<file path="config.mk">
export PLATFORM = sky130hd
export DESIGN_NAME = mandelbrot_multi
export DESIGN_NICKNAME = d
export VERILOG_FILES = /design/src/rtl/mandelbrot_multi.sv
export SDC_FILE = /design/constraint.sdc
export NUM_CORES = 2
export LEC_CHECK = 0
export ABC_AREA = 1
export BUFFER_PORTS_ARGS = -buffer_cell sky130_fd_sc_hd__buf_4
export CAP_MARGIN = 20
export CORE_MARGIN = 2
export CORE_UTILIZATION = 30
export DETAILED_ROUTE_END_ITERATION = 16
export GPL_TIMING_DRIVEN = 0
export SKIP_CTS_REPAIR_TIMING = 1
export SLEW_MARGIN = 10
export SYNTH_ARGS = -nofsm -noshare
export SYNTH_HDL_FRONTEND = slang
export SYNTH_SLANG_ARGS = --single-unit
</file>
<file path="constraint.sdc">
create_clock -name clk -period 6.55 [get_ports clk]
set_clock_uncertainty 0.2 [all_clocks]
set_input_delay 1.31 -clock clk [delete_from_list [all_inputs] [get_ports clk]]
set_output_delay 1.31 -clock clk [all_outputs]
set_load 0.05 [all_outputs]
</file>
<file path="src/rtl/mandelbrot_multi.sv">
// Multi-lane Mandelbrot frame engine.
// A raster scanner hands pixels to NLANES iteration lanes, and each lane owns a
// combinational ALU. Finished counts leave through a valid/ready stream that is
// tagged with the pixel coordinates.

// One combinational iteration step: z' = z^2 + c.
// Fixed-point format: sign, 2 integer bits, WIDTH-3 fraction bits.
// size flags |z|^2 >= 4 for the incoming z. overflow flags a z' that cannot be
// represented in WIDTH bits.
module mandelbrot_alu #(
  parameter int WIDTH = 10
) (
  input  logic signed [WIDTH-1:0] zr,
  input  logic signed [WIDTH-1:0] zi,
  input  logic signed [WIDTH-1:0] cr,
  input  logic signed [WIDTH-1:0] ci,
  output logic signed [WIDTH-1:0] zr_out,
  output logic signed [WIDTH-1:0] zi_out,
  output logic                    size,
  output logic                    overflow
);
  localparam int FRAC = WIDTH - 3;
  localparam int PW   = 2 * WIDTH + 2;
  localparam logic signed [PW-1:0] FOUR = PW'(4) <<< FRAC;

  logic signed [PW-1:0] zr2, zi2, zri2, nr, ni;

  // Squares, cross term (2*zr*zi), escape test and range check
  always_comb begin
    zr2      = (PW'(zr) * PW'(zr)) >>> FRAC;
    zi2      = (PW'(zi) * PW'(zi)) >>> FRAC;
    zri2     = (PW'(zr) * PW'(zi)) >>> (FRAC - 1);
    nr       = zr2 - zi2 + PW'(cr);
    ni       = zri2 + PW'(ci);
    size     = (zr2 + zi2) >= FOUR;
    overflow = !(&nr[PW-1:WIDTH-1] || ~|nr[PW-1:WIDTH-1]) ||
               !(&ni[PW-1:WIDTH-1] || ~|ni[PW-1:WIDTH-1]);
    zr_out   = nr[WIDTH-1:0];
    zi_out   = ni[WIDTH-1:0];
  end
endmodule

module mandelbrot_multi #(
  parameter int BITWIDTH   = 10,
  parameter int CTRWIDTH   = 7,
  parameter int OUTWIDTH   = 4,
  parameter int SCALEWIDTH = 2,
  parameter int NLANES     = 2,
  parameter int HEIGHT     = 240,
  parameter int WIDTH      = 320,
  localparam int XW  = $clog2(WIDTH),
  localparam int YW  = $clog2(HEIGHT),
  localparam int SHW = $clog2(CTRWIDTH)
) (
  input  logic                  clk,
  input  logic                  rst_n,
  input  logic                  start,
  input  logic [CTRWIDTH-1:0]   max_ctr,
  input  logic [SHW-1:0]        ctr_shift,
  input  logic [SCALEWIDTH-1:0] scaling,
  input  logic [BITWIDTH-1:0]   cr_offset,
  input  logic [BITWIDTH-1:0]   ci_offset,
  output logic                  busy,
  output logic                  frame_done,
  output logic                  out_valid,
  input  logic                  out_ready,
  output logic [XW-1:0]         out_x,
  output logic [YW-1:0]         out_y,
  output logic [OUTWIDTH-1:0]   out_ctr
);
  localparam int LW = (NLANES > 1) ? $clog2(NLANES) : 1;

  typedef enum logic [1:0] {L_IDLE, L_ITER, L_DONE} lane_state_t;

  logic                  busy_reg, frame_done_reg, all_disp_reg;
  logic [XW-1:0]         x_reg;
  logic [YW-1:0]         y_reg;
  logic [CTRWIDTH-1:0]   max_ctr_reg;
  logic [SHW-1:0]        ctr_shift_reg;
  logic [SCALEWIDTH:0]   step_reg;
  logic [BITWIDTH-1:0]   cr_off_reg, ci_off_reg;

  logic [NLANES-1:0]     idle_vec, done_vec, load_vec, accept_vec;
  logic [LW-1:0]         sel_lane, grant_lane, lock_lane_reg;
  logic                  any_idle, dispatching, found_done, lock_reg, accept;
  logic [BITWIDTH-1:0]   disp_cr, disp_ci;

  logic [XW-1:0]         lane_x   [NLANES];
  logic [YW-1:0]         lane_y   [NLANES];
  logic [CTRWIDTH-1:0]   lane_ctr [NLANES];

  // Lowest idle lane receives the next pixel; c is offset + index*step, wrapping
  always_comb begin
    sel_lane = '0;
    any_idle = 1'b0;
    for (int i = 0; i < NLANES; i++) begin
      if (!any_idle && idle_vec[i]) begin
        sel_lane = LW'(i);
        any_idle = 1'b1;
      end
    end
    dispatching = busy_reg && !all_disp_reg && any_idle;
    disp_cr = cr_off_reg + BITWIDTH'(x_reg) * BITWIDTH'(step_reg);
    disp_ci = ci_off_reg + BITWIDTH'(y_reg) * BITWIDTH'(step_reg);
  end

  // Output grant: lowest done lane, unless a stalled grant is being held
  always_comb begin
    grant_lane = '0;
    found_done = 1'b0;
    for (int i = 0; i < NLANES; i++) begin
      if (!found_done && done_vec[i]) begin
        grant_lane = LW'(i);
        found_done = 1'b1;
      end
    end
    if (lock_reg) grant_lane = lock_lane_reg;
    out_valid = |done_vec;
    accept    = out_valid && out_ready;
    out_x     = lane_x[grant_lane];
    out_y     = lane_y[grant_lane];
    out_ctr   = OUTWIDTH'(lane_ctr[grant_lane] >> ctr_shift_reg);
  end

  // Grant lock keeps the payload stable across backpressure
  always_ff @(posedge clk) begin
    if (!rst_n) begin
      lock_reg      <= 1'b0;
      lock_lane_reg <= '0;
    end else if (out_valid && !out_ready) begin
      lock_reg      <= 1'b1;
      lock_lane_reg <= grant_lane;
    end else begin
      lock_reg      <= 1'b0;
    end
  end

  // Frame control: config latch, raster scan counters, completion
  always_ff @(posedge clk) begin
    if (!rst_n) begin
      busy_reg       <= 1'b0;
      frame_done_reg <= 1'b0;
      all_disp_reg   <= 1'b0;
      x_reg          <= '0;
      y_reg          <= '0;
      max_ctr_reg    <= '0;
      ctr_shift_reg  <= '0;
      step_reg       <= '0;
      cr_off_reg     <= '0;
      ci_off_reg     <= '0;
    end else begin
      frame_done_reg <= 1'b0;
      if (start && !busy_reg) begin
        busy_reg      <= 1'b1;
        all_disp_reg  <= 1'b0;
        x_reg         <= '0;
        y_reg         <= '0;
        max_ctr_reg   <= max_ctr;
        ctr_shift_reg <= ctr_shift;
        step_reg      <= {1'b0, scaling} + 1'b1;
        cr_off_reg    <= cr_offset;
        ci_off_reg    <= ci_offset;
      end else if (busy_reg) begin
        if (dispatching) begin
          if (x_reg == XW'(WIDTH - 1)) begin
            x_reg <= '0;
            if (y_reg == YW'(HEIGHT - 1)) all_disp_reg <= 1'b1;
            else                          y_reg <= y_reg + 1'b1;
          end else begin
            x_reg <= x_reg + 1'b1;
          end
        end
        if (all_disp_reg && &idle_vec) begin
          busy_reg       <= 1'b0;
          frame_done_reg <= 1'b1;
        end
      end
    end
  end

  assign busy       = busy_reg;
  assign frame_done = frame_done_reg;

  for (genvar gi = 0; gi < NLANES; gi++) begin : g_lane
    lane_state_t                state_reg, state_next;
    logic signed [BITWIDTH-1:0] zr_reg, zi_reg, cr_reg, ci_reg;
    logic signed [BITWIDTH-1:0] alu_zr, alu_zi;
    logic                       alu_size, alu_ovf, ovf_reg, term;
    logic [CTRWIDTH-1:0]        ctr_reg;
    logic [XW-1:0]              x_tag_reg;
    logic [YW-1:0]              y_tag_reg;

    mandelbrot_alu #(.WIDTH(BITWIDTH)) u_alu (
      .zr(zr_reg), .zi(zi_reg), .cr(cr_reg), .ci(ci_reg),
      .zr_out(alu_zr), .zi_out(alu_zi), .size(alu_size), .overflow(alu_ovf)
    );

    assign term           = alu_size || ovf_reg || (ctr_reg == max_ctr_reg);
    assign idle_vec[gi]   = (state_reg == L_IDLE);
    assign done_vec[gi]   = (state_reg == L_DONE);
    assign load_vec[gi]   = dispatching && (sel_lane == LW'(gi));
    assign accept_vec[gi] = accept && (grant_lane == LW'(gi));
    assign lane_x[gi]     = x_tag_reg;
    assign lane_y[gi]     = y_tag_reg;
    assign lane_ctr[gi]   = ctr_reg;

    // Lane next-state: idle -> iterate -> hold result until accepted
    always_comb begin
      state_next = state_reg;
      case (state_reg)
        L_IDLE:  if (load_vec[gi])   state_next = L_ITER;
        L_ITER:  if (term)           state_next = L_DONE;
        L_DONE:  if (accept_vec[gi]) state_next = L_IDLE;
        default: state_next = L_IDLE;
      endcase
    end

    // Lane datapath: load on dispatch, one ALU step per iterating cycle
    always_ff @(posedge clk) begin
      if (!rst_n) begin
        state_reg <= L_IDLE;
        zr_reg    <= '0;
        zi_reg    <= '0;
        cr_reg    <= '0;
        ci_reg    <= '0;
        ctr_reg   <= '0;
        ovf_reg   <= 1'b0;
        x_tag_reg <= '0;
        y_tag_reg <= '0;
      end else begin
        state_reg <= state_next;
        if (state_reg == L_IDLE && load_vec[gi]) begin
          zr_reg    <= '0;
          zi_reg    <= '0;
          cr_reg    <= disp_cr;
          ci_reg    <= disp_ci;
          ctr_reg   <= '0;
          ovf_reg   <= 1'b0;
          x_tag_reg <= x_reg;
          y_tag_reg <= y_reg;
        end else if (state_reg == L_ITER && !term) begin
          zr_reg  <= alu_zr;
          zi_reg  <= alu_zi;
          ctr_reg <= ctr_reg + 1'b1;
          ovf_reg <= alu_ovf;
        end
      end
    end
  end
endmodule

</file>
==> impl_metrics.ini <==
[status]
outcome = complete, but fails checks
violations = setup timing

[power]
power_switching_mw = 2.99
comb_power_share = 0.622
p_sw_frac = 0.473
vdd_drop_max_mv = 0.247
p_int_mw = 3.33
power_per_cell_area_nw_per_um2 = 147
clockPowerShare = 0.180
p_leak_nw = 23.2
p_seq_frac = 0.198

[detailed_routing]
ant_nets = 0
routed_wl_um = 101000
first_iter_violations = 1755
drc_errors = 0
drtPass1Iterations = 5
vias = 30100
wire_per_inst_um = 15.3
viasPerCell = 4.56

[clock_tree]
cts.reportedPaths.clkPinSlew_ns = 0.08
cts-buffers-inserted = 17
clock-sinks = 189
clk_path_buf_depth = 2
cts_root_buf = clkbuf_16
tritoncts = yes
htree_levels = 4
worstSkewPairLatency_ns = 0.48

[timing]
fin_crit_ns = 7.44
relSlewSlack = 0.382
hold_viol = 0
finalSetupViolCount = 60
grt_setup_unrepaired = true
fmax_ghz = 0.134
slew_violations = 0
setup-tns-final_ns = -26.48
fin_crit_sh = 1.14
finalWorstSetupSlack_ns = -0.895
worst_pin_slew_ns = 0.923

[yosys]
syn_area_um2 = 36000
synth-seq-cells = 189
ys_warn_count = 0
ys_seq_area_frac = 0.105
async_reset_ff_frac = 0
synth_ff_type = dfxtp_1
syn_nets = 5757
ys_types = 51
avgSynthCellArea_um2 = 7.55
synthCells = 4774
synth_edf_count = 0

[grt]
grt_usage = 0.162
grt_pass1_wl_um = 158000
first_global_vias = 29500
grt_max_degree = 21
grt-ovfl-total = 0
grt_antenna_before_repair = 1

[run]
maxCapViolCount = 0

[placed_design]
io_buffers = 59
dp.final_hpwl_um = 83300
gp_congestion = 0.906

[setup_path]
cpMostUsedCell = inv_2
cp-start-kind = flip-flop
setup.worst_path.class = flip-flop to flip-flop
worst_path_max_delay_cell = fa_2
path_max_fanout = 7
crit_cells = 35
reg2regPathDepth = 35
path_delay_family = adder cells
cp_num_buf_inv = 11
cp.required_ns = 6.68
critical_path.endpoint_type = flip-flop
reg2reg_from = g_lane[1].zr_reg[9]
critPathMaxStageDelay_ns = 0.59
r2r_end = g_lane[1].ovf_reg
rrSetupSlack_ns = -0.89
arrival_ns = 7.58

[floorplanning]
dieWidth_um = 351
core_um2 = 119000
rows = 127
ios = 60
initial_core_util = 0.302
die-height_um = 351
die-area_um2 = 123000

[final_layout]
fillers = 12400
drive_above_1_share = 0.147
synthToLayoutAreaGrowth_pct = 19.5
seq_area_um2 = 3840
multi_input_area_um2 = 28800
antenna_cells = 0
final_nets = 5968
fin_util = 0.360

[hold_path]
hp-start = lock_lane_reg
hold_class = flip-flop to flip-flop
hold_end = lock_lane_reg
holdPathStages = 2
[worst max path at each step]
stage | startpoint | endpoint
2_1_floorplan | g_lane[1].zr_reg[9] | g_lane[1].ovf_reg
6_report | g_lane[1].zr_reg[9] | g_lane[1].ovf_reg
5_1_grt | g_lane[1].zi_reg[9] | g_lane[1].ovf_reg
3_5_place_dp | g_lane[1].zr_reg[4] | g_lane[1].ovf_reg
3_3_place_gp | g_lane[1].zi_reg[4] | g_lane[1].ovf_reg
4_1_cts | g_lane[1].zr_reg[4] | g_lane[1].ovf_reg
[cells by family (layout without fill, tap and decap cells)]
group,after synthesis,after routing,synth area share
flops,189,189,0.105
fa+ha+maj,947,947,0.444
buf+inv,1420,1644,0.150
simple gates,1528,1528,0.174
compound gates,464,464,0.0718
mux,2,2,0.000556
xor+xnor,224,224,0.0544
[power groups by stage]
stage	sequential, mW	combinational [mW]	clock (mW)
finish	1.25	3.93	1.14
global route	1.26	4.28	1.19
CTS	1.24	3.08	1.15
detailed placement	1.27	3.05	0
global placement	1.27	3.03	0
floorplan	1.26	2.20	0
[routing by layer]
metal,up-vias,wire length [um],track usage,share of wire
met4,0,3010,0.0462,0.030
li1,14700,-,-,-
met1,14600,46300,0.228,0.46
met2,743,46800,0.267,0.46
met3,138,5210,0.0137,0.051
met5,-,0,0,0
[cell usage after synthesis, types with 5 or more instances]
cell type  count  share of area
a21o_1        22         0.0046
a21oi_1      207          0.029
a31oi_1       12         0.0021
and3_1         8         0.0014
buf_1         15         0.0016
buf_2         11         0.0015
clkbuf_1     110          0.011
clkinv_1       5        0.00052
dfxtp_1      189           0.10
fa_1         554           0.31
ha_1         393           0.14
inv_1       1268           0.13
nand2_1     1067           0.11
nand2_2       21         0.0036
nand3_1      145          0.020
nand4_1       44         0.0076
nor2_1       174          0.018
nor2_2        10         0.0017
nor3_1        30         0.0042
nor4_1         8         0.0014
o21a_1         7         0.0015
o21ai_0      131          0.018
o21bai_1      20         0.0042
o22ai_1       35         0.0061
o31ai_1        7         0.0015
or2_2          5        0.00087
xnor2_1       94          0.023
xor2_1       130          0.032
[layout make-up]
type	instances	area share
buffer	143	0.0313
clock inverter	15	0.00465
multi-input combinational	3165	0.668
timing repair buffer	193	0.0385
inverter	1276	0.112
sequential	189	0.0892
tap	1612	0.0468
clock buffer	17	0.00988
[metrics by stage]
stage / power [mW] / hold WS [ns] / setup slack (ns) / instance area [um^2] / instances
floorplan: 3.46 / 0.225 / -0.143 / 36600 / 4774
global placement: 4.30 / 0.239 / -1.85 / 39100 / 6445
detailed placement: 4.32 / 0.247 / -1.90 / 39100 / 6445
CTS: 5.48 / 0.260 / -1.95 / 39700 / 6477
global route: 6.74 / 0.276 / -1.24 / 43100 / 6610
finish: 6.33 / 0.262 / -0.895 / 43100 / 6610
[layout by cell type, fill, tap and decap left out, types with 12 or more instances in the layout]
master,Yosys,layout
inv_1,1268,1219
nand2_1,1067,990
fa_1,554,536
ha_1,393,340
buf_4,4,185
dfxtp_1,189,165
a21oi_1,207,163
nor2_1,174,151
nand3_1,145,135
xor2_1,130,112
o21ai_0,131,110
xnor2_1,94,80
nand2_2,21,79
inv_2,3,48
ha_4,0,48
nand4_1,44,44
clkbuf_1,110,43
a21oi_2,1,39
buf_6,4,37
o22ai_1,35,35
nor3_1,30,28
nor2_2,10,25
buf_12,0,23
a21o_1,22,22
clkbuf_16,0,22
buf_8,0,21
nand2_4,1,18
fa_2,0,18
o21ai_1,2,15
o21bai_1,20,15
xor2_2,0,12
nand3_2,4,12
dfxtp_4,0,12
dfxtp_2,0,12
[worst register-to-register path, delay by kind of cell (launching register included)]
family,cells,cell delay [ns]
compound gates,7,1.09
xor+xnor,2,0.52
fa+ha+maj,8,3.78
buf+inv,11,0.80
flops,1,0.33
simple gates,7,0.59
Power figures use the tool's default switching activity.
